<file path="src/rtl/writeback_regfile.sv">
// rtl/writeback_regfile.sv - writeback result select, 31x32 register file with write-through bypass and commit counter
module writeback_regfile (
  input  logic        clk,
  input  logic        rst,
  input  logic [31:0] ALUResultW,
  input  logic [31:0] ReadDataW,
  input  logic [31:0] PCPlus4W,
  input  logic [4:0]  RdW,
  input  logic        RegWriteW,
  input  logic [1:0]  ResultSrcW,
  input  logic [4:0]  A1,
  input  logic [4:0]  A2,
  output logic [31:0] RD1,
  output logic [31:0] RD2,
  output logic [31:0] ResultW,
  output logic [31:0] WbCount
);

  // x0 is hardwired zero, so storage starts at index 1
  logic [31:0] regs_q [1:31];
  logic [31:0] wb_count_q;
  logic [31:0] wb_count_d;
  logic        commit;

  always_comb begin
    case (ResultSrcW)
      2'b01:   ResultW = ReadDataW;
      2'b10:   ResultW = PCPlus4W;
      default: ResultW = ALUResultW;
    endcase
  end

  assign commit     = RegWriteW && (RdW != 5'd0);
  assign wb_count_d = wb_count_q + 32'd1;

  always_ff @(posedge clk) begin
    if (rst) begin
      for (int i = 1; i < 32; i++) begin
        regs_q[i] <= '0;
      end
      wb_count_q <= '0;
    end else if (commit) begin
      regs_q[RdW] <= ResultW;
      wb_count_q  <= wb_count_d;
    end
  end

  // The write port is forwarded so a same-cycle read sees the value being committed
  always_comb begin
    RD1 = '0;
    if (!rst && (A1 != 5'd0)) begin
      if (commit && (A1 == RdW)) RD1 = ResultW;
      else                       RD1 = regs_q[A1];
    end
  end

  always_comb begin
    RD2 = '0;
    if (!rst && (A2 != 5'd0)) begin
      if (commit && (A2 == RdW)) RD2 = ResultW;
      else                       RD2 = regs_q[A2];
    end
  end

  assign WbCount = wb_count_q;

endmodule

</file>
<file path="config.mk">
export PLATFORM = sky130hd
export DESIGN_NAME = writeback_regfile
export DESIGN_NICKNAME = d
export VERILOG_FILES = /design/src/rtl/writeback_regfile.sv
export SDC_FILE = /design/constraint.sdc
export NUM_CORES = 2
export LEC_CHECK = 0
export ABC_AREA = 0
export BUFFER_PORTS_ARGS = -buffer_cell sky130_fd_sc_hd__clkbuf_2
export CAP_MARGIN = 10
export CORE_MARGIN = 5
export CORE_UTILIZATION = 50
export CTS_CLUSTER_DIAMETER = 80
export DETAILED_ROUTE_END_ITERATION = 7
export PLACE_DENSITY = 0.76
export SLEW_MARGIN = 20
export SYNTH_ARGS = -nofsm -noshare
export SYNTH_HDL_FRONTEND = slang
export SYNTH_SLANG_ARGS = --single-unit
</file>
<file path="constraint.sdc">
create_clock -name clk -period 7.1 [get_ports clk]
set_clock_uncertainty 0.15 [all_clocks]
set_input_delay 1.42 -clock clk [delete_from_list [all_inputs] [get_ports clk]]
set_output_delay 1.42 -clock clk [all_outputs]
set_load 0.02 [all_outputs]
</file>
# [Word level (Yosys, flattened, before mapping)]
# Memories as Yosys holds them, arrays and structs flattened.
# Index checks and enable logic that the tools add are counted.
[totals] out_inout_bits=128 in_bits=116 ram_bits=992 mem_count=1 elab_cells=30 register_bits=32
[mem_list] memory="regs_q" depth=31 word_bits=32 rd=2 rd_ports_with_merged_regs=0 wr=31 line_no="20" source="logic [31:0] regs_q [1:31];"
[classes] muxes=13 addsub=1 n_eq_ne=4 reduce_logical=10
[op_table] operator="2-to-1 mux 32 bit" n=5
[op_table] operator="one-hot mux 32 bit (2 select lines)" n=1
[op_table] operator="adder 32 x 1 -> 32 bit, second input constant" n=1
[op_table] operator="OR reduction 32 bit" n=1
[op_table] operator="nonzero test 5 bit" n=3
[op_table] operator="equality test 5 bit" n=2
[op_table] operator="2-to-1 mux 1 bit" n=6
[op_table] operator="logical AND 1 bit" n=5
[op_table] operator="2-to-1 mux 5 bit" n=1
[op_table] operator="equality test 2 x 1 -> 1 bit, second input constant" n=1
[op_table] operator="equality test 2 bit, second input constant" n=1
[op_table] operator="logical NOT 1 bit" n=1

# [Longest topological paths before layout]
[depth] word_depth=7 depth_mapped=11 ltp_nobuf=6

# [Worst setup path after synthesis]
# OpenSTA, ideal clock, no wires.
[synth_timing] path_type="input to output" start="input port A1[0]" end="output port RD1[6]" slack_ns=2.084 path_buffers=4 t_required_ns=5.530 arrival_time_ns=3.446 path_stages=9 cell_sequence="buf_2 buf_2 buf_4 nor2_1 clkbuf_1 a22o_1 o21ai_0 o221ai_1 o32ai_1"
[synth_between] elab_chain_len=4 word_cells_on_any_way=7 classes_between="eq/ne (1); mux (2); reduce/logical (3); memory (1)"
[synth_lines] element="start: declaration" line_no="11" source="input logic [4:0] A1,"
[synth_lines] element="parallel branches: the longest is 3 deep, another holds memory read (31 x 32 bit)"
[synth_lines] element="2-to-1 mux 32 bit (*)" line_no="51" source="if (!rst && (A1 != 5'd0)) begin"
[synth_lines] element="end: declaration" line_no="13" source="output logic [31:0] RD1,"
# Every way passes the cells marked *.

# [Worst setup path after layout]
[layout_timing] start="input port A1[2]" end="output port RD1[14]"
# Same word-level chain as after synthesis.

==> flow_summary_export.csv <==
group,metric,value,unit
worst_setup_path,path_max_fanout,21,
worst_setup_path,crit_buf_inv,3,
detailed_routing,drtIter0Drc,7623,
timing,max_freq,152.9,MHz
worst_setup_path,critPathKind,"input pin to output port",
floorplanning,design.die.area,115100,um2
layout,layout-drive-gt1-share,0.2672,
layout,layout_common_cells,"1047 x nor2_1, 1024 x edfxtp_1, 396 x mux4_2",
grt,grt_pass1_wl,279.5,mm
timing,setup_viol,0,
worst_setup_path,rr_startpoint,"WbCount[15]$_SDFFE_PP0P_",
clocking,clk_latency,0.69,ns
place,dp_hpwl,118.7,mm
timing,fin_crit,6.540,ns
yosys,synth_ff_type,"edfxtp_1",
power_and_ir_drop,ir_worst_vdd,0.2043,mV
clocking,hold_buffers,0,
yosys,synth.avg_cell_area,13.36,um2
timing,tightest_slew,1.190,ns
detailed_routing,ant_nets,0,
layout,register_area,31390,um2
hold_path,hold_path_end,"WbCount[31]$_SDFFE_PP0P_",
run_status,outcome,"finished, violations left",
timing,tns,0,ns
detailed_routing,drc,2,
grt,grt_pass1_vias,39860,
yosys,ys_warn_count,0,
worst_setup_path,cp.arrival,4.97,ns
layout,multiInputGateArea,21500,um2
yosys,synth_fa_ha_area_frac,0.0006923,
floorplanning,die_y,339.3,um
yosys,synth-simple-area-share,0.1029,
yosys,synth_top_family_by_area,"multiplexers",
place,io_buffers,243,
timing,maxSlewViolCount,0,
detailed_routing,vias,41211,
floorplanning,fp.coreArea,107400,um2
worst_setup_path,r2r_slack,4.49,ns
clocking,cts.sinks,1056,
hold_path,holdCritPathClass,"register to register",
floorplanning,fp.dieW,339.3,um
clocking,cts_buffers,107,
clocking,cts_tree,"done",
yosys,syn_inst,4058,
layout,area_growth,12.30,%
worst_setup_path,worstPathRequired,5.53,ns
worst_setup_path,cpPeakStageDelay,0.94,ns
worst_setup_path,rr_endpoint,"WbCount[26]$_SDFFE_PP0P_",
power_and_ir_drop,p_leak,21.20,nW
place,dpl_cell_area,57500,um2
detailed_routing,wl_per_cell,34.92,um
yosys,synth-seq-area-share,0.5790,
layout,final_area,60880,um2
grt,use_met2,0.4880,
grt,gr-usage-all-layers,0.3346,
yosys,synth-edff-count,1024,
floorplanning,start_util,0.5050,
job,drv_cap,0,
clocking,clk_pin_slew_worst_paths,0.06,ns
place,place_congestion,0.9436,
detailed_routing,drt_pre_antenna_iters,8,
yosys,ys_ff_latch,1056,
grt,grt_max_degree,113,
clocking,post_cts_buffers,0,
layout,layout_commonest_cell,"nor2_1",
worst_setup_path,cpMostUsedCell,"clkbuf_2",
power_and_ir_drop,p_per_area,247.9,nW/um2
layout,nets,4312,
grt,grt_util_met1,0.4209,
timing,grt_setup_unrepaired,"false",
grt,grt-busiest-layer,"met2",
clocking,htree_levels,3,
yosys,yosysUniqueCellTypes,56,
yosys,netlist_area,54220,um2
worst_setup_path,critPathLaunchType,"input pin",
layout,fillCellCount,8294,
worst_setup_path,reg2regPathDepth,5,
grt,overflow,0,
yosys,async_flop_share,0,
worst_setup_path,crit_chain,"clkbuf_2, nor2_2, buf_4, a221oi_1, o21ai_0, o32ai_1, clkbuf_2",
yosys,yosys.area_share.xor_xnor,0.004362,
clocking,cts-root-buf,"clkbuf_16",
detailed_routing,vias_per_cell,7.240,
timing,fin_crit_sh,0.9211,
worst_setup_path,critPathCaptureType,"output port",
worst_setup_path,cp_slowest_cell,"o32ai_1",
timing,timing.slew.headroom,0.2029,
hold_path,whs_path_depth,2,
grt,met3_usage,0.1546,
hold_path,hp-start,"WbCount[31]$_SDFFE_PP0P_",
yosys,synthMuxAreaShare,0.2202,
clocking,cts_buffer_depth,3,
timing,finalHoldViolCount,0,
floorplanning,rows,120,
worst_setup_path,cp_top_family,"compound AO/OA/AOI/OAI gates",
grt,antenna_found_initial,8,
detailed_routing,wl,198.8,mm
run_status,violations,"design-rule violations",
floorplanning,io_pins,244,
clocking,cts_resized,0,
yosys,synth_compound_area_frac,0.05790,
-- flip-flops by register name, indices dropped and copies added, names as in the netlist --
signal,flops
WbCount,32
regs_q,1024
-- logic make-up after synthesis --
kind of cell | count (synthesis)
flops | 1056
fa+ha+maj | 3
buf+inv | 463
mux | 688
other cells | 1
xor+xnor | 27
compound gates | 456
simple gates | 1364
-- cells in the mapped netlist (4+ instances only) --
master	count	area [um2]
or4_1	20	150.1
buf_1	24	90.09
nor3_1	8	40.04
buf_2	80	400.4
inv_1	43	161.4
mux2i_1	215	2152
a21oi_1	70	350.3
nand4_1	25	156.4
or2_2	5	31.28
nor3b_1	4	30.03
o2bb2ai_1	19	166.4
buf_4	8	60.06
o221ai_1	13	113.9
xnor2_1	18	157.7
o31ai_1	4	30.03
nor2_1	1051	3945
nand3_1	61	305.3
a22oi_1	152	1141
or3_1	14	87.58
and3_1	14	87.58
dfxtp_1	32	640.6
mux2_2	77	867.1
a221oi_1	16	140.1
nand2b_1	9	56.30
o21ai_0	20	100.1
edfxtp_1	1024	30750
xor2_1	9	78.83
nor4_1	8	50.05
o32ai_1	7	61.31
nor2b_1	12	75.07
o22ai_1	130	813.3
nand2_1	118	442.9
o22a_1	12	105.1
and2_1	6	37.54
mux4_2	396	8919
clkbuf_1	304	1141
-- final cells by class --
type | count | share of cell area
Antenna cell | 4 | 0.0001644
Clock buffer | 130 | 0.04610
Clock inverter | 71 | 0.009248
Inverter | 43 | 0.002651
Multi-Input combinational cell | 2570 | 0.3531
Sequential cell | 1056 | 0.5156
Tap cell | 1403 | 0.02883
Timing Repair Buffer | 415 | 0.04435
-- per-stage QoR --
| stage | utilization | power, mW | std cells | hold slack (ns) | setup WS (ns) |
|---|---|---|---|---|---|
| after floorplan | - | 8.707 | 4089 | 0.4045 | 2.084 |
| after global placement | 0.5356 | 9.480 | 5487 | 0.3161 | 0.9493 |
| after detailed placement | 0.5356 | 9.539 | 5487 | 0.3327 | 0.9086 |
| after CTS | 0.5670 | 14.98 | 5688 | 0.3407 | 0.8961 |
| after global routing | 0.5670 | 15.41 | 5688 | 0.3693 | 0.6103 |
| final | 0.5671 | 15.09 | 5692 | 0.3389 | 0.5599 |
-- how the worst max path moves through the flow --
stage               start      end  depth (start not counted)
finish              A1[2]  RD1[14]                          7
floorplan           A1[0]   RD1[6]                          9
detailed placement  A2[2]  RD2[29]                          6
global placement    A1[2]  RD1[14]                          7
CTS                 A2[2]  RD2[29]                          6
global route        A2[2]  RD2[29]                          6
-- power by group --
part           total (mW)  leakage (nW)  internal (mW)  switching (mW)
Clock                5.58          1.65           3.10            2.48
Sequential           7.36          10.0           7.18           0.187
Combinational        2.15          9.55          0.770            1.38
-- worst reg2reg max path, cell delays in order (launching register included) --
cell and delay, ns:
dfxtp_1 0.43, and4_1 0.28, nand4_1 0.38, or4_1 0.75, or3_1 0.39, a21oi_1 0.15
-- routing by layer --
metal | wire length (um) | up-vias
met1 | 62180 | 20014
met4 | 13580 | 10
met5 | 107 | -
li1 | - | 15741
met3 | 38260 | 942
met2 | 84660 | 4504
Power figures use the tool's default switching activity.
